==> src/rtl/stopwatch_counter.sv <==
// Purpose : MM:SS.hh stopwatch core; BCD up/down count advanced by a CLK_DIV prescaler tick,
//           with clear, saturating preset load and an optional frozen lap display.
// Latency : every control takes effect on the next clk edge; done is registered and is high
//           in the first cycle the live count shows 00:00.00 after a down-count from 00:00.01.
// Backpressure: none; every request is accepted on the cycle it is seen.
//
// Ports
//   clk, rst                   : clock, asynchronous active-high reset
//   running, dir               : count enable level, direction (1 = up, 0 = down)
//   clear_pulse, preset_load   : synchronous clear / preset request (clear wins)
//   preset_{min,sec}_{t,o}     : BCD preset digits, saturated on load
//   lap_btn                    : lap toggle request (used only with STOPWATCH_LAP_EN)
//   {min,sec,hs}_{t,o}         : displayed BCD digits
//   done, at_zero, lap_active  : down-count completion pulse, live-zero level, lap freeze level
//
// Build option: define STOPWATCH_LAP_EN to include the lap register and lap display freeze.
module stopwatch_counter #(
    parameter int CLK_DIV = 1000000
) (
    input  logic       clk,
    input  logic       rst,
    input  logic       running,
    input  logic       dir,
    input  logic       clear_pulse,
    input  logic       preset_load,
    input  logic [3:0] preset_min_t,
    input  logic [3:0] preset_min_o,
    input  logic [3:0] preset_sec_t,
    input  logic [3:0] preset_sec_o,
    input  logic       lap_btn,
    output logic [3:0] min_t,
    output logic [3:0] min_o,
    output logic [3:0] sec_t,
    output logic [3:0] sec_o,
    output logic [3:0] hs_t,
    output logic [3:0] hs_o,
    output logic       done,
    output logic       at_zero,
    output logic       lap_active
);

    localparam int            PW      = (CLK_DIV > 1) ? $clog2(CLK_DIV) : 1;
    localparam logic [PW-1:0] PRE_MAX = PW'(CLK_DIV - 1);

    typedef struct packed {
        logic [3:0] min_t;
        logic [3:0] min_o;
        logic [3:0] sec_t;
        logic [3:0] sec_o;
        logic [3:0] hs_t;
        logic [3:0] hs_o;
    } bcd_time_t;

    // Advance one digit when all lower digits roll over; top is the digit's maximum value.
    function automatic logic [3:0] step_up(input logic [3:0] d, input logic [3:0] top,
                                           input logic cin);
        logic [3:0] r;
        r = d;
        if (cin) r = (d == top) ? 4'd0 : d + 4'd1;
        return r;
    endfunction

    function automatic logic [3:0] step_dn(input logic [3:0] d, input logic [3:0] top,
                                           input logic bin);
        logic [3:0] r;
        r = d;
        if (bin) r = (d == 4'd0) ? top : d - 4'd1;
        return r;
    endfunction

    function automatic logic [3:0] sat(input logic [3:0] d, input logic [3:0] top);
        return (d > top) ? top : d;
    endfunction

    bcd_time_t     live_q, live_d;
    bcd_time_t     up_val, dn_val;
    bcd_time_t     disp;
    logic [PW-1:0] pre_q, pre_d;
    logic          done_q, done_d;
    logic          tick;
    logic          live_zero, live_one;
    logic          cu1, cu2, cu3, cu4, cu5;
    logic          bd1, bd2, bd3, bd4, bd5;

    assign tick      = running && (pre_q == PRE_MAX);
    assign live_zero = (live_q == 24'h000000);
    assign live_one  = (live_q == 24'h000001);

    // Ripple carry/borrow conditions: a digit moves when every lower digit wraps.
    assign cu1 = (live_q.hs_o  == 4'd9);
    assign cu2 = cu1 && (live_q.hs_t  == 4'd9);
    assign cu3 = cu2 && (live_q.sec_o == 4'd9);
    assign cu4 = cu3 && (live_q.sec_t == 4'd5);
    assign cu5 = cu4 && (live_q.min_o == 4'd9);

    assign bd1 = (live_q.hs_o  == 4'd0);
    assign bd2 = bd1 && (live_q.hs_t  == 4'd0);
    assign bd3 = bd2 && (live_q.sec_o == 4'd0);
    assign bd4 = bd3 && (live_q.sec_t == 4'd0);
    assign bd5 = bd4 && (live_q.min_o == 4'd0);

    always_comb begin
        up_val.hs_o  = step_up(live_q.hs_o,  4'd9, 1'b1);
        up_val.hs_t  = step_up(live_q.hs_t,  4'd9, cu1);
        up_val.sec_o = step_up(live_q.sec_o, 4'd9, cu2);
        up_val.sec_t = step_up(live_q.sec_t, 4'd5, cu3);
        up_val.min_o = step_up(live_q.min_o, 4'd9, cu4);
        up_val.min_t = step_up(live_q.min_t, 4'd5, cu5);
    end

    always_comb begin
        dn_val.hs_o  = step_dn(live_q.hs_o,  4'd9, 1'b1);
        dn_val.hs_t  = step_dn(live_q.hs_t,  4'd9, bd1);
        dn_val.sec_o = step_dn(live_q.sec_o, 4'd9, bd2);
        dn_val.sec_t = step_dn(live_q.sec_t, 4'd5, bd3);
        dn_val.min_o = step_dn(live_q.min_o, 4'd9, bd4);
        dn_val.min_t = step_dn(live_q.min_t, 4'd5, bd5);
    end

    // Clear beats preset beats tick; a discarded tick still restarts the prescaler at 0.
    always_comb begin
        live_d = live_q;
        pre_d  = pre_q;
        done_d = 1'b0;
        if (clear_pulse) begin
            live_d = '0;
            pre_d  = '0;
        end else if (preset_load) begin
            live_d.min_t = sat(preset_min_t, 4'd5);
            live_d.min_o = sat(preset_min_o, 4'd9);
            live_d.sec_t = sat(preset_sec_t, 4'd5);
            live_d.sec_o = sat(preset_sec_o, 4'd9);
            live_d.hs_t  = 4'd0;
            live_d.hs_o  = 4'd0;
            pre_d        = '0;
        end else if (running) begin
            pre_d = tick ? '0 : pre_q + PW'(1);
            if (tick) begin
                if (dir) begin
                    live_d = up_val;
                end else if (!live_zero) begin
                    live_d = dn_val;
                    done_d = live_one;
                end
            end
        end
    end

    always_ff @(posedge clk or posedge rst) begin
        if (rst) begin
            live_q <= '0;
            pre_q  <= '0;
            done_q <= 1'b0;
        end else begin
            live_q <= live_d;
            pre_q  <= pre_d;
            done_q <= done_d;
        end
    end

`ifdef STOPWATCH_LAP_EN
    logic      lap_active_q, lap_active_d;
    bcd_time_t lap_q, lap_d;

    // Lap snapshot is the live value before this cycle's tick is applied.
    always_comb begin
        lap_active_d = lap_active_q;
        lap_d        = lap_q;
        if (clear_pulse || preset_load) begin
            lap_active_d = 1'b0;
        end else if (lap_btn && running) begin
            lap_active_d = !lap_active_q;
            if (!lap_active_q) lap_d = live_q;
        end
    end

    always_ff @(posedge clk or posedge rst) begin
        if (rst) begin
            lap_active_q <= 1'b0;
            lap_q        <= '0;
        end else begin
            lap_active_q <= lap_active_d;
            lap_q        <= lap_d;
        end
    end

    assign disp       = lap_active_q ? lap_q : live_q;
    assign lap_active = lap_active_q;
`else
    logic unused_lap_btn;
    assign unused_lap_btn = lap_btn;
    assign disp           = live_q;
    assign lap_active     = 1'b0;
`endif

    assign min_t   = disp.min_t;
    assign min_o   = disp.min_o;
    assign sec_t   = disp.sec_t;
    assign sec_o   = disp.sec_o;
    assign hs_t    = disp.hs_t;
    assign hs_o    = disp.hs_o;
    assign done    = done_q;
    assign at_zero = live_zero;

endmodule

==> config.mk <==
export PLATFORM = sky130hd
export DESIGN_NAME = stopwatch_counter
export DESIGN_NICKNAME = d
export VERILOG_FILES = /design/src/rtl/stopwatch_counter.sv
export SDC_FILE = /design/constraint.sdc
export NUM_CORES = 1
export LEC_CHECK = 0
export CAP_MARGIN = 20
export CORE_ASPECT_RATIO = 1.75
export CORE_UTILIZATION = 55
export CTS_BUF_LIST = sky130_fd_sc_hd__clkbuf_16
export CTS_CLUSTER_DIAMETER = 50
export DETAILED_ROUTE_END_ITERATION = 8
export PLACE_DENSITY = 0.85
export SYNTH_ARGS = -nofsm -noshare
export SYNTH_HDL_FRONTEND = slang
export SYNTH_SLANG_ARGS = --single-unit
==> constraint.sdc <==
create_clock -name clk -period 5.1 [get_ports clk]
set_input_delay 1.53 -clock clk [delete_from_list [all_inputs] [get_ports clk]]
set_output_delay 1.53 -clock clk [all_outputs]
set_load 0.05 [all_outputs]
# After elaboration in Yosys (flattened, before gate mapping)
# Index checks and enable logic that the tools add are counted.
totals:
  ff_bits: 45
  inputBits: 23
  out_inout_bits: 27
  wordCells: 110
op_classes:
  n_addsub: 13
  n_lt_le_gt_ge: 4
  eq_ne: 14
  muxes: 42
  n_reduce_logical: 29
op_table:
  columns: ["op", "count"]
  rows:
  - ["$mux W24", 6]
  - ["$mux W4", 26]
  - ["$mux W20", 4]
  - ["$reduce_and A5 Y1", 5]
  - ["$add A4 B1 Y4 const B", 6]
  - ["$eq A24 B1 Y1 const B", 1]
  - ["$logic_not A24 Y1", 1]
  - ["$logic_not A4 Y1", 6]
  - ["$sub A4 B1 Y4 const B", 6]
  - ["$add A20 B1 Y20 const B", 1]
  - ["$eq A20 B20 Y1 const B", 1]
  - ["$ne A4 B1 Y1 const B", 5]
  - ["$reduce_bool A4 Y1", 5]
  - ["$eq A4 B4 Y1 const B", 4]
  - ["$logic_and A1 B1 Y1", 9]
  - ["$eq A4 B3 Y1 const B", 2]
  - ["$gt A4 B3 Y1 const B", 2]
  - ["$gt A4 B4 Y1 const B", 2]
  - ["$mux W1", 6]
  - ["$reduce_bool A3 Y1", 2]
  - ["$ne A4 B4 Y1 const B", 1]
  - ["$reduce_and A3 Y1", 1]

# Depth between registers and ports, before layout
# Gate-level depths: netlist of the first run.
depth:
  ltp_word: 12
  ltp_mapped: 9
  mapped_depth_nobuf: 7

# Worst setup path before layout of the first run
# No wires, ideal clock.
synth_timing:
  kind: "reg-to-output"
  startpoint: "register live_q (netlist bit min_o[3])"
  endpoint: "output at_zero"
  arrival_time_ns: 2.342
  required_time_ns: 3.570
  slack_ns: 1.228
  path_stages_with_launch: 5
  path_buffers: 1
  cell_sequence: "dfrtp_1 > buf_6 > or4_4 > or3_4 > nor2_1"
synth_via:
  elab_chain_cells: 1
synth_lines:
  columns: ["item", "line", "text"]
  rows:
  - ["start, declared", "75", "bcd_time_t live_q, live_d;"]
  - ["start signal, assigned", "155", "live_q <= live_d;"]
  - ["$logic_not A24 Y1", "86", "assign live_zero = (live_q == 24'h000000);"]
  - ["end, declared", "38", "output logic at_zero,"]
# No other way between the ends.

# Worst setup path after layout of the first run
layout_timing:
  startpoint: "register live_q (netlist bit hs_t[1])"
  endpoint: "output at_zero"
# The elaborated chain is that of the path after synthesis.

==> tab_implementation.tex, run 1 <==
\begin{tabular}{lr}
\hline
Metric & Value \\
\hline
\multicolumn{2}{l}{\textbf{Status}} \\
Outcome & completed \\
\multicolumn{2}{l}{\textbf{Worst setup path}} \\
Launch point of the worst reg-to-reg path & hs\_t[1] \\
Origin of the worst setup path & hs\_t[1] \\
Type of destination of the critical path & output port \\
Endpoint of the most critical register-to-register path & min\_o[3] \\
Kind of start point of the critical path & register \\
Critical path required time & 3570 ps \\
Cell Chain, Critical Path & nor4\_2 -> nand3\_1 -> or3\_4 -> nor2\_1 -> clkdlybuf4s50\_1 \\
Family with the most delay on the worst path & simple AND/OR/NAND/NOR gates \\
Critical path type & register to output port \\
Crit-path max FO & 12 \\
R2r worst-path depth & 6 \\
Buf/Inv on CP & 1 \\
Flop2flop setup slack & 2340 ps \\
Critical Path AT & 2960 ps \\
Maximum single-stage delay on the critical path & 820 ps \\
Slowest library cell on the worst path & sky130\_fd\_sc\_hd\_\_clkdlybuf4s50\_1 \\
\multicolumn{2}{l}{\textbf{GRT}} \\
Number of antenna violations at the first check in global routing & 0 \\
Wire length of the first global-routing pass & 13100 um \\
GR Overflow Total & 0 \\
Largest net degree at the start of global routing & 57 \\
Via count of the first global-routing pass & 2892 \\
Tot GR Track Use & 26.8\% \\
\multicolumn{2}{l}{\textbf{Final layout}} \\
Diodes inserted & 0 \\
Layout overhead on the synthesized area & 18.9\% \\
Number of nets at the end of the flow & 442 \\
Layout cell share with drive strength beyond 1 & 8.61\% \\
\multicolumn{2}{l}{\textbf{Route}} \\
Via count & 3027 \\
Violation count after the first detailed-route iteration & 188 \\
Routed len/inst & 15.5 um \\
Number of nets with antenna violations after routing & 0 \\
Final WL & 7660 um \\
Via-per-instance ratio & 6.13 \\
Pre-Repair DR Iteration Count & 5 \\
DRC viols & 0 \\
\multicolumn{2}{l}{\textbf{CTS}} \\
Resized cells post-CTS & 0 \\
Number of clock buffers inserted by TritonCTS & 5 \\
Root cell of the clock tree & sky130\_fd\_sc\_hd\_\_clkbuf\_16 \\
Num Clock Sinks & 45 \\
Clock tree from TritonCTS & built \\
Number of levels in the clock H-tree & 2 \\
Clock-pin slew reported for the worst setup and hold paths after clock tree synthesis & 60 ps \\
Number of buffers inserted to repair setup after CTS & 0 \\
Bufs on Longest Clock Path & 2 \\
Clock Latency Late Sink & 280 ps \\
Hold bufs inserted after CTS & 0 \\
\multicolumn{2}{l}{\textbf{Yosys}} \\
Post-synth ARST share & 100\% \\
Syn Nets & 416 \\
Fraction of synthesized area in multiplexers & 7.07\% \\
Number of warnings issued by yosys & 0 \\
Post-Synthesis Mean Instance Area & 8.26 um2 \\
Complex-gate fraction of the synthesized area & 20.9\% \\
Post-synthesis instance total & 392 \\
Synthesized cell area & 3240 um2 \\
Adder and majority gate portion of the synthesized area & 0.386\% \\
Number of synthesized flops with an enable pin & 0 \\
Most used flip-flop cell after synthesis & sky130\_fd\_sc\_hd\_\_dfrtp\_1 \\
Area share of and/or/nand/nor cells after synthesis & 25.1\% \\
Main combinational cell family by area after synthesis & simple AND/OR/NAND/NOR gates \\
Count of state elements after synthesis & 45 \\
Parity-gate share of the synthesized area counting xor and xnor cells & 6.49\% \\
Count of unique library cells instantiated by Yosys & 61 \\
Sequential element share of the synthesized area & 34.8\% \\
\multicolumn{2}{l}{\textbf{Floorplan}} \\
Core Area & 5630 um2 \\
Die area & 6210 um2 \\
X dimension of the die & 60.0 um \\
Die Y & 104 um \\
Placement Rows & 36 \\
Initial Utilization & 57.5\% \\
\# IOs & 50 \\
\multicolumn{2}{l}{\textbf{Flow run}} \\
Maximum Capacitance Violations & 0 \\
\multicolumn{2}{l}{\textbf{Pwr}} \\
Power Density & 290 nW/um2 \\
Sequential power share & 38.9\% \\
Leakage power total & 1.48 nW \\
Net Sw Frac & 33.9\% \\
Cell-internal power & 0.739 mW \\
P\_sw & 0.378 mW \\
Worst voltage drop across the vdd grid & 0.000243 V \\
Combinational share of power & 28.7\% \\
Clock network fraction of total power & 32.4\% \\
\multicolumn{2}{l}{\textbf{Worst hold path}} \\
Launch point of the worst hold path & pre\_q[19] \\
Tightest Hold Check Type & register to register \\
Number of cells on the worst hold path & 2 \\
Hold worst-path end & pre\_q[19] \\
\multicolumn{2}{l}{\textbf{STA}} \\
Relative slew margins & 36.3\% \\
Fin. max-slew vios & 0 \\
Crit path time final & 4490 ps \\
Portion of the clock cycle consumed by the worst path in the final layout & 88.0\% \\
Actual transition at the worst max-transition pin & 956 ps \\
Setup Viol. Count Final & 0 \\
Setup TNS & 0 ps \\
RSZ-0062 raised after global routing & false \\
Max frequency & 223 MHz \\
Minimum setup slack in the final design & 614 ps \\
Post-route clock skew & 2.67 ps \\
Final Hold Vio Count & 0 \\
\multicolumn{2}{l}{\textbf{Placement}} \\
Global placer's final weighted congestion & 0.857 \\
Count of buffers inserted at the top-level ports & 47 \\
HPWL after DPL & 5300 um \\
Worst setup timing slack at the placement stage & 947 ps \\
\hline
\end{tabular}
==> placed cells by master, fill, tap and decap left out, types with 3 or more instances in the layout <==
cell type and n:
sky130_fd_sc_hd__nand3_1 16, sky130_fd_sc_hd__nand2b_1 5, sky130_fd_sc_hd__xor2_1 11, sky130_fd_sc_hd__mux2i_1 6
sky130_fd_sc_hd__o21ai_0 21, sky130_fd_sc_hd__nand2_1 34, sky130_fd_sc_hd__buf_4 3, sky130_fd_sc_hd__a221oi_1 3
sky130_fd_sc_hd__a211oi_1 5, sky130_fd_sc_hd__a22oi_1 4, sky130_fd_sc_hd__nor2b_1 5, sky130_fd_sc_hd__a31oi_1 7
sky130_fd_sc_hd__nand4_1 6, sky130_fd_sc_hd__xnor2_1 13, sky130_fd_sc_hd__a21oi_1 19, sky130_fd_sc_hd__nor2_1 50
sky130_fd_sc_hd__or3_1 4, sky130_fd_sc_hd__clkdlybuf4s50_1 46, sky130_fd_sc_hd__nand3b_1 3, sky130_fd_sc_hd__o21a_1 5
sky130_fd_sc_hd__dfrtp_1 45, sky130_fd_sc_hd__a311oi_1 3, sky130_fd_sc_hd__a22o_1 6, sky130_fd_sc_hd__o31ai_1 3
sky130_fd_sc_hd__nor4_1 6, sky130_fd_sc_hd__inv_1 8, sky130_fd_sc_hd__mux2_2 15, sky130_fd_sc_hd__and3_1 4
sky130_fd_sc_hd__clkbuf_16 5, sky130_fd_sc_hd__nor3_1 14
==> routing by layer <==
layer / wire length, um / GRT usage (%) / vias to the layer above
met1: 3000 / 30.7 / 1446
li1: - / - / 1475
met5: 0 / 0 / -
met4: 329 / 14.3 / 0
met3: 224 / 3.25 / 28
met2: 4110 / 46.0 / 78
==> worst min-delay path, cell delays in order (launching register included) <==
cell and delay, ps:
sky130_fd_sc_hd__dfrtp_1 360, sky130_fd_sc_hd__xor2_1 70, sky130_fd_sc_hd__nor2_1 70
==> power groups by stage <==
stage	Clock, mW	Sequential (mW)	Combinational, mW
after floorplan	0	0.474	0.195
after global placement	0	0.437	0.312
after detailed placement	0	0.440	0.317
after CTS	0.366	0.434	0.320
after global routing	0.385	0.441	0.344
final	0.362	0.435	0.320
==> kinds of logic (layout without fill, tap and decap cells) <==
| family | Yosys count | after routing |
|---|---|---|
| AND/OR/NAND/NOR | 162 | 162 |
| AO/OA/AOI/OAI | 97 | 97 |
| flip-flops | 45 | 45 |
| buffers and inverters | 41 | 67 |
| XOR/XNOR | 24 | 24 |
| multiplexers | 21 | 21 |
| adder cells (fa/ha/maj) | 1 | 1 |
| other | 1 | 1 |
==> how the worst max path moves through the flow <==
stage / end / slack [ps] / depth (start not counted)
finish: at_zero / 610 / 5
global route: at_zero / 510 / 5
CTS: at_zero / 640 / 5
detailed placement: min_o[2] / 950 / 6
global placement: min_o[2] / 970 / 6
floorplan: at_zero / 1230 / 4
==> cell type report <==
| type | count | area (um2) |
|---|---|---|
| Timing Repair Buffer | 50 | 488 |
| Fill cell | 472 | 1780 |
| Clock buffer | 5 | 125 |
| Sequential cell | 45 | 1130 |
| Inverter | 10 | 37.5 |
| Tap cell | 76 | 95.1 |
| Clock inverter | 2 | 35.0 |
| Multi-Input combinational cell | 306 | 1940 |
==> registers in the layout, summed over array words and instances, names as in the netlist <==
signal and cells:
done 1, hs_o 4, hs_t 4, min_o 4, min_t 4, pre_q 20, sec_o 4, sec_t 4
==> per-stage QoR <==
stage	hold slack, ps	area [um2]	instances	power [mW]	util [%]
2_1_floorplan	504	3240	392	0.668	-
3_3_place_gp	521	3690	487	0.749	65.6
3_5_place_dp	533	3690	487	0.757	65.6
4_1_cts	546	3850	494	1.12	68.4
5_1_grt	552	3850	494	1.17	68.4
6_report	543	3850	494	1.12	68.4
==> cells in the mapped netlist, types with 4 or more instances <==
cell	n	area, um2
sky130_fd_sc_hd__a211oi_1	5	37.5
sky130_fd_sc_hd__a21oi_1	19	95.1
sky130_fd_sc_hd__a22o_1	6	52.6
sky130_fd_sc_hd__a22oi_1	4	30.0
sky130_fd_sc_hd__a31oi_1	7	43.8
sky130_fd_sc_hd__and3_1	4	25.0
sky130_fd_sc_hd__buf_1	4	15.0
sky130_fd_sc_hd__clkbuf_1	22	82.6
sky130_fd_sc_hd__dfrtp_1	45	1130
sky130_fd_sc_hd__inv_1	9	33.8
sky130_fd_sc_hd__mux2_2	15	169
sky130_fd_sc_hd__mux2i_1	6	60.1
sky130_fd_sc_hd__nand2_1	34	128
sky130_fd_sc_hd__nand2b_1	5	31.3
sky130_fd_sc_hd__nand3_1	16	80.1
sky130_fd_sc_hd__nand4_1	6	37.5
sky130_fd_sc_hd__nor2_1	50	188
sky130_fd_sc_hd__nor2b_1	5	31.3
sky130_fd_sc_hd__nor3_1	14	70.1
sky130_fd_sc_hd__nor4_1	6	37.5
sky130_fd_sc_hd__o21a_1	5	37.5
sky130_fd_sc_hd__o21ai_0	21	105
sky130_fd_sc_hd__or3_1	4	25.0
sky130_fd_sc_hd__xnor2_1	13	114
sky130_fd_sc_hd__xor2_1	11	96.3
(Power assumes the default switching activity.)
==> run 2, diff against run 1 <==
--- a/config.mk
+++ b/config.mk
@@ -7,11 +7,12 @@
 export LEC_CHECK = 0
 export CAP_MARGIN = 20
 export CORE_ASPECT_RATIO = 1.75
-export CORE_UTILIZATION = 55
+export CORE_UTILIZATION = 40
 export CTS_BUF_LIST = sky130_fd_sc_hd__clkbuf_16
 export CTS_CLUSTER_DIAMETER = 50
 export DETAILED_ROUTE_END_ITERATION = 8
-export PLACE_DENSITY = 0.85
+export PLACE_DENSITY = 0.66
+export SLEW_MARGIN = 20
 export SYNTH_ARGS = -nofsm -noshare
 export SYNTH_HDL_FRONTEND = slang
 export SYNTH_SLANG_ARGS = --single-unit
==> tab_implementation.tex, run 2 (synthesis gave the netlist of run 1 again) <==
\begin{tabular}{lr}
\hline
Metric & Value \\
\hline
\multicolumn{2}{l}{\textbf{Final layout}} \\
Commonest cells after routing, fill and taps aside & sky130\_fd\_sc\_hd\_\_nor2\_1, sky130\_fd\_sc\_hd\_\_clkdlybuf4s50\_1, sky130\_fd\_sc\_hd\_\_dfrtp\_1 \\
Most common cell after layout, fill and taps aside & sky130\_fd\_sc\_hd\_\_nor2\_1 \\
Reg with most FFs & pre\_q \\
Finished layout cell area & 3880 um2 \\
Layout cell share with drive strength beyond 1 & 9.05\% \\
Layout overhead on the synthesized area & 19.9\% \\
Diodes inserted & 0 \\
Largest register FFs & 20 \\
Number of nets at the end of the flow & 444 \\
\multicolumn{2}{l}{\textbf{Pwr}} \\
Clock network fraction of total power & 32.1\% \\
Sequential power share & 39.1\% \\
P\_sw & 0.372 mW \\
Cell-internal power & 0.739 mW \\
Combinational share of power & 28.8\% \\
Total power of the final layout & 1.11 mW \\
Net Sw Frac & 33.5\% \\
Leakage power total & 1.49 nW \\
Power Density & 286 nW/um2 \\
Worst voltage drop across the vdd grid & 0.000202 V \\
\multicolumn{2}{l}{\textbf{CTS}} \\
Number of buffers inserted to repair setup after CTS & 0 \\
Bufs on Longest Clock Path & 2 \\
Number of clock buffers inserted by TritonCTS & 5 \\
Number of levels in the clock H-tree & 2 \\
Num Clock Sinks & 45 \\
Clock Latency Late Sink & 280 ps \\
Resized cells post-CTS & 0 \\
Clock tree from TritonCTS & built \\
Clock-pin slew reported for the worst setup and hold paths after clock tree synthesis & 60 ps \\
Root cell of the clock tree & sky130\_fd\_sc\_hd\_\_clkbuf\_16 \\
Hold bufs inserted after CTS & 0 \\
\multicolumn{2}{l}{\textbf{Route}} \\
Final WL & 7720 um \\
Pre-Repair DR Iteration Count & 4 \\
Via-per-instance ratio & 5.79 \\
Routed len/inst & 15.1 um \\
Violation count after the first detailed-route iteration & 92 \\
Via count & 2953 \\
DRC viols & 0 \\
Number of nets with antenna violations after routing & 0 \\
\multicolumn{2}{l}{\textbf{Worst setup path}} \\
Kind of start point of the critical path & register \\
Flop2flop setup slack & 2420 ps \\
Critical path type & register to output port \\
Critical path required time & 3570 ps \\
Crit-path max FO & 12 \\
Critical Path AT & 2890 ps \\
Type of destination of the critical path & output port \\
\multicolumn{2}{l}{\textbf{GRT}} \\
Number of antenna violations at the first check in global routing & 0 \\
Largest net degree at the start of global routing & 46 \\
Tot GR Track Use & 18.8\% \\
GR Overflow Total & 0 \\
Wire length of the first global-routing pass & 12900 um \\
Via count of the first global-routing pass & 2803 \\
\multicolumn{2}{l}{\textbf{Placement}} \\
Cell area reported after detailed placement & 3720 um2 \\
Count of buffers inserted at the top-level ports & 47 \\
Global placer's final weighted congestion & 0.817 \\
HPWL after DPL & 5530 um \\
\multicolumn{2}{l}{\textbf{STA}} \\
Crit path time final & 4420 ps \\
Final Hold Vio Count & 0 \\
Fin. max-slew vios & 0 \\
RSZ-0062 raised after global routing & false \\
Setup TNS & 0 ps \\
Relative slew margins & 61.4\% \\
Max frequency & 226 MHz \\
Setup Viol. Count Final & 0 \\
Portion of the clock cycle consumed by the worst path in the final layout & 86.7\% \\
Post-route clock skew & 5.34 ps \\
Actual transition at the worst max-transition pin & 579 ps \\
\multicolumn{2}{l}{\textbf{Flow run}} \\
Maximum Capacitance Violations & 0 \\
\multicolumn{2}{l}{\textbf{Floorplan}} \\
Core Area & 7910 um2 \\
\# IOs & 50 \\
Die area & 8480 um2 \\
Placement Rows & 43 \\
X dimension of the die & 70.0 um \\
Die Y & 121 um \\
Initial Utilization & 41.0\% \\
\multicolumn{2}{l}{\textbf{Status}} \\
Outcome & completed \\
\multicolumn{2}{l}{\textbf{Worst hold path}} \\
Tightest Hold Check Type & register to register \\
\hline
\end{tabular}
==> run 2: power by group through the flow <==
stage | registers, mW | logic (mW) | clock network (mW)
2_1_floorplan | 0.474 | 0.195 | 0
3_3_place_gp | 0.439 | 0.317 | 0
3_5_place_dp | 0.440 | 0.321 | 0
4_1_cts | 0.434 | 0.322 | 0.366
5_1_grt | 0.440 | 0.346 | 0.379
6_report | 0.434 | 0.320 | 0.357
==> run 2: worst max-delay path: stages (launching register included) <==
cell                              delay, ps
sky130_fd_sc_hd__dfrtp_1                520
sky130_fd_sc_hd__nor4_2                 430
sky130_fd_sc_hd__nand3_1                230
sky130_fd_sc_hd__or3_4                  480
sky130_fd_sc_hd__nor2_1                 130
sky130_fd_sc_hd__clkdlybuf4s50_1        820
==> run 2: final timing paths <==
kind,cells after the start,end,start
min in group asynchronous,3,pre_q[17],rst
hold reg to reg,2,pre_q[19],pre_q[19]
setup reg to reg,6,min_o[3],hs_t[1]
hold / removal,2,pre_q[19],pre_q[19]
setup / recovery,5,at_zero,hs_t[1]
max in group asynchronous,3,pre_q[1],rst
==> run 2: stage by stage <==
| stage | cells | utilization [%] | hold slack, ps | setup WS [ps] |
|---|---|---|---|---|
| 2_1_floorplan | 392 | - | 504 | 1230 |
| 3_3_place_gp | 503 | 47.1 | 521 | 972 |
| 3_5_place_dp | 503 | 47.1 | 545 | 974 |
| 4_1_cts | 510 | 49.1 | 559 | 647 |
| 5_1_grt | 510 | 49.1 | 595 | 546 |
| 6_report | 510 | 49.1 | 551 | 678 |
==> run 2: layout make-up <==
| cell class | count | area [um2] |
|---|---|---|
| timing repair buffer | 52 | 503 |
| tap | 90 | 113 |
| multi-input combinational | 306 | 1940 |
| fill | 746 | 4030 |
| clock buffer | 5 | 125 |
| sequential | 45 | 1130 |
| inverter | 10 | 37.5 |
| clock inverter | 2 | 35.0 |
==> run 2: layer usage <==
layer	wire length, um	track usage (%)	up-vias
li1	-	-	1469
met1	3170	21.0	1417
met2	4200	35.4	58
met3	207	2.41	9
met4	148	7.25	0
met5	0	0	-
==> run 3, diff against run 2 <==
--- a/config.mk
+++ b/config.mk
@@ -5,8 +5,10 @@
 export SDC_FILE = /design/constraint.sdc
 export NUM_CORES = 1
 export LEC_CHECK = 0
+export ABC_AREA = 1
 export CAP_MARGIN = 20
 export CORE_ASPECT_RATIO = 1.75
+export CORE_MARGIN = 2
 export CORE_UTILIZATION = 40
 export CTS_BUF_LIST = sky130_fd_sc_hd__clkbuf_16
 export CTS_CLUSTER_DIAMETER = 50
==> tab_implementation.tex, run 3 <==
\begin{tabular}{lr}
\hline
Metric & Value \\
\hline
\multicolumn{2}{l}{\textbf{Status}} \\
Outcome & completed \\
\multicolumn{2}{l}{\textbf{Floorplan}} \\
Initial Utilization & 40.8\% \\
\# IOs & 50 \\
Core Area & 8610 um2 \\
Die Y & 128 um \\
Die area & 9590 um2 \\
X dimension of the die & 74.9 um \\
Placement Rows & 45 \\
\multicolumn{2}{l}{\textbf{STA}} \\
RSZ-0062 raised after global routing & false \\
Setup Viol. Count Final & 0 \\
Post-route clock skew & 4.72 ps \\
Relative slew margins & 42.4\% \\
Crit path time final & 3840 ps \\
Final Hold Vio Count & 0 \\
Fin. max-slew vios & 0 \\
Setup TNS & 0 ps \\
Max frequency & 260 MHz \\
Portion of the clock cycle consumed by the worst path in the final layout & 75.3\% \\
Actual transition at the worst max-transition pin & 861 ps \\
\multicolumn{2}{l}{\textbf{GRT}} \\
Number of antenna violations at the first check in global routing & 0 \\
Largest net degree at the start of global routing & 46 \\
Via count of the first global-routing pass & 3395 \\
GR Overflow Total & 0 \\
Wire length of the first global-routing pass & 15200 um \\
Tot GR Track Use & 20.3\% \\
\multicolumn{2}{l}{\textbf{Route}} \\
Final WL & 9120 um \\
Violation count after the first detailed-route iteration & 147 \\
Via-per-instance ratio & 5.19 \\
Number of nets with antenna violations after routing & 0 \\
DRC viols & 0 \\
Pre-Repair DR Iteration Count & 5 \\
Via count & 3506 \\
Routed len/inst & 13.5 um \\
\multicolumn{2}{l}{\textbf{Pwr}} \\
Cell-internal power & 0.701 mW \\
P\_sw & 0.476 mW \\
Combinational share of power & 37.2\% \\
Net Sw Frac & 40.4\% \\
Clock network fraction of total power & 26.1\% \\
Sequential power share & 36.7\% \\
Leakage power total & 1.95 nW \\
Power Density & 282 nW/um2 \\
Worst voltage drop across the vdd grid & 0.000181 V \\
\multicolumn{2}{l}{\textbf{Yosys}} \\
Most instantiated library cell after synthesis & sky130\_fd\_sc\_hd\_\_nand2\_1 \\
Count of unique library cells instantiated by Yosys & 43 \\
Post-Synthesis Mean Instance Area & 6.81 um2 \\
Count of state elements after synthesis & 45 \\
Number of warnings issued by yosys & 0 \\
Most used flip-flop cell after synthesis & sky130\_fd\_sc\_hd\_\_dfrtp\_1 \\
Area share of the leading cell type in the synthesized netlist & 32.0\% \\
Number of synthesized flops with an enable pin & 0 \\
Synthesized cell area & 3520 um2 \\
Post-synth ARST share & 100\% \\
Cells taking the most area after synthesis & sky130\_fd\_sc\_hd\_\_dfrtp\_1, sky130\_fd\_sc\_hd\_\_nand2\_1, sky130\_fd\_sc\_hd\_\_nand3\_1 \\
Leading cell types by count after synthesis & sky130\_fd\_sc\_hd\_\_nand2\_1, sky130\_fd\_sc\_hd\_\_nor2\_1, sky130\_fd\_sc\_hd\_\_inv\_1, sky130\_fd\_sc\_hd\_\_nand3\_1, sky130\_fd\_sc\_hd\_\_dfrtp\_1 \\
Syn Nets & 541 \\
Post-synthesis instance total & 517 \\
Sequential element share of the synthesized area & 32.0\% \\
Synth area leader & sky130\_fd\_sc\_hd\_\_dfrtp\_1 \\
\multicolumn{2}{l}{\textbf{Worst setup path}} \\
Type of destination of the critical path & output port \\
Slowest library cell on the worst path & sky130\_fd\_sc\_hd\_\_clkdlybuf4s50\_1 \\
Cell Chain, Critical Path & nor2\_4 -> nand2\_2 -> nor2\_8 -> nand3\_2 -> nor2\_1 -> clkdlybuf4s50\_1 \\
Critical path type & register to output port \\
Critical Path AT & 2310 ps \\
R2r worst-path depth & 8 \\
Maximum single-stage delay on the critical path & 820 ps \\
Crit-path max FO & 6 \\
Kind of start point of the critical path & register \\
Critical path required time & 3570 ps \\
\multicolumn{2}{l}{\textbf{Final layout}} \\
Commonest cells after routing, fill and taps aside & sky130\_fd\_sc\_hd\_\_nand2\_1, sky130\_fd\_sc\_hd\_\_nor2\_1, sky130\_fd\_sc\_hd\_\_inv\_1, sky130\_fd\_sc\_hd\_\_nand3\_1, sky130\_fd\_sc\_hd\_\_clkdlybuf4s50\_1 \\
Number of nets at the end of the flow & 584 \\
Diodes inserted & 0 \\
Final-layout fill cell count & 900 \\
Reg with most FFs & pre\_q \\
Layout cell share with drive strength beyond 1 & 11.4\% \\
Final design utilization & 48.5\% \\
Most common cell after layout, fill and taps aside & sky130\_fd\_sc\_hd\_\_nand2\_1 \\
Layout overhead on the synthesized area & 18.7\% \\
Largest register FFs & 20 \\
Total area of sequential cells & 1130 um2 \\
Area of the multi-input gates & 2060 um2 \\
\multicolumn{2}{l}{\textbf{Worst hold path}} \\
Number of cells on the worst hold path & 2 \\
Tightest Hold Check Type & register to register \\
\multicolumn{2}{l}{\textbf{CTS}} \\
Num Clock Sinks & 45 \\
Hold bufs inserted after CTS & 0 \\
Number of clock buffers inserted by TritonCTS & 5 \\
Clock Latency Late Sink & 290 ps \\
Clock tree from TritonCTS & built \\
Root cell of the clock tree & sky130\_fd\_sc\_hd\_\_clkbuf\_16 \\
Bufs on Longest Clock Path & 2 \\
Clock-pin slew reported for the worst setup and hold paths after clock tree synthesis & 60 ps \\
Resized cells post-CTS & 0 \\
Number of levels in the clock H-tree & 2 \\
Number of buffers inserted to repair setup after CTS & 0 \\
\multicolumn{2}{l}{\textbf{Placement}} \\
Global placer's final weighted congestion & 0.873 \\
HPWL after DPL & 7030 um \\
Count of buffers inserted at the top-level ports & 47 \\
\multicolumn{2}{l}{\textbf{Flow run}} \\
Maximum Capacitance Violations & 0 \\
\hline
\end{tabular}
[run 3: changes by cell type in the layout (fill, tap and decap cells not counted), sizes merged, moves of 13 or more]
cell	before	now
nand2	34	157
nand3	16	61
nor2	50	78
o21ai	23	36
mux2	15	0
inv	8	60
[run 3: area by class of cell]
| cell class | instances | area share (%) |
|---|---|---|
| Timing Repair Buffer | 48 | 11.4 |
| Tap cell | 117 | 3.51 |
| Clock buffer | 5 | 3.00 |
| Inverter | 61 | 5.69 |
| Multi-Input combinational cell | 399 | 49.3 |
| Clock inverter | 1 | 0.120 |
| Sequential cell | 45 | 27.0 |
[run 3: path summary, 6_finish.rpt]
kind,slack [ps],endpoint,start
max,1260,at_zero,sec_o[1]
min,570,pre_q[11],pre_q[11]
max reg2reg,3350,pre_q[14],pre_q[0]
min reg2reg,570,pre_q[11],pre_q[11]
max in group asynchronous,2930,pre_q[10],rst
min in group asynchronous,1700,pre_q[1],rst
[run 3: per-layer routing]
layer  wire length, um  track usage, %
met4               275            8.51
met1              3420            21.3
met3               293            2.67
met5                 0               0
met2              5140            38.3
[run 3: worst max-delay path: cells and delay by family (launching register included)]
kind / cells / cell delay, ps
buffers and inverters: 1 / 820
flip-flops: 1 / 460
AND/OR/NAND/NOR: 5 / 740
[run 3: kinds of logic after synthesis]
logic type,synth area share [%]
other cells,0.107
compound gates,11.1
buf+inv,9.53
fa+ha+maj,0.356
simple gates,45.2
xor+xnor,1.74
flops,32.0
[run 3: metrics by stage]
step           cell area (um2)  hold slack, ps  std cells  power (mW)  setup slack (ps)
2_1_floorplan             3520             521        517       0.752              1730
3_3_place_gp              4040             546        670       0.868              1310
3_5_place_dp              4040             558        670       0.874              1280
4_1_cts                   4170             567        676        1.19              1240
5_1_grt                   4180             584        676        1.25              1140
6_report                  4180             566        676        1.18              1260
[run 3: power by group through the flow]
stage | Sequential [mW] | Combinational, mW | Clock [mW]
after global placement | 0.438 | 0.430 | 0
after detailed placement | 0.438 | 0.436 | 0
final | 0.432 | 0.437 | 0.307
after CTS | 0.432 | 0.438 | 0.316
after global routing | 0.439 | 0.477 | 0.330
after floorplan | 0.515 | 0.238 | 0
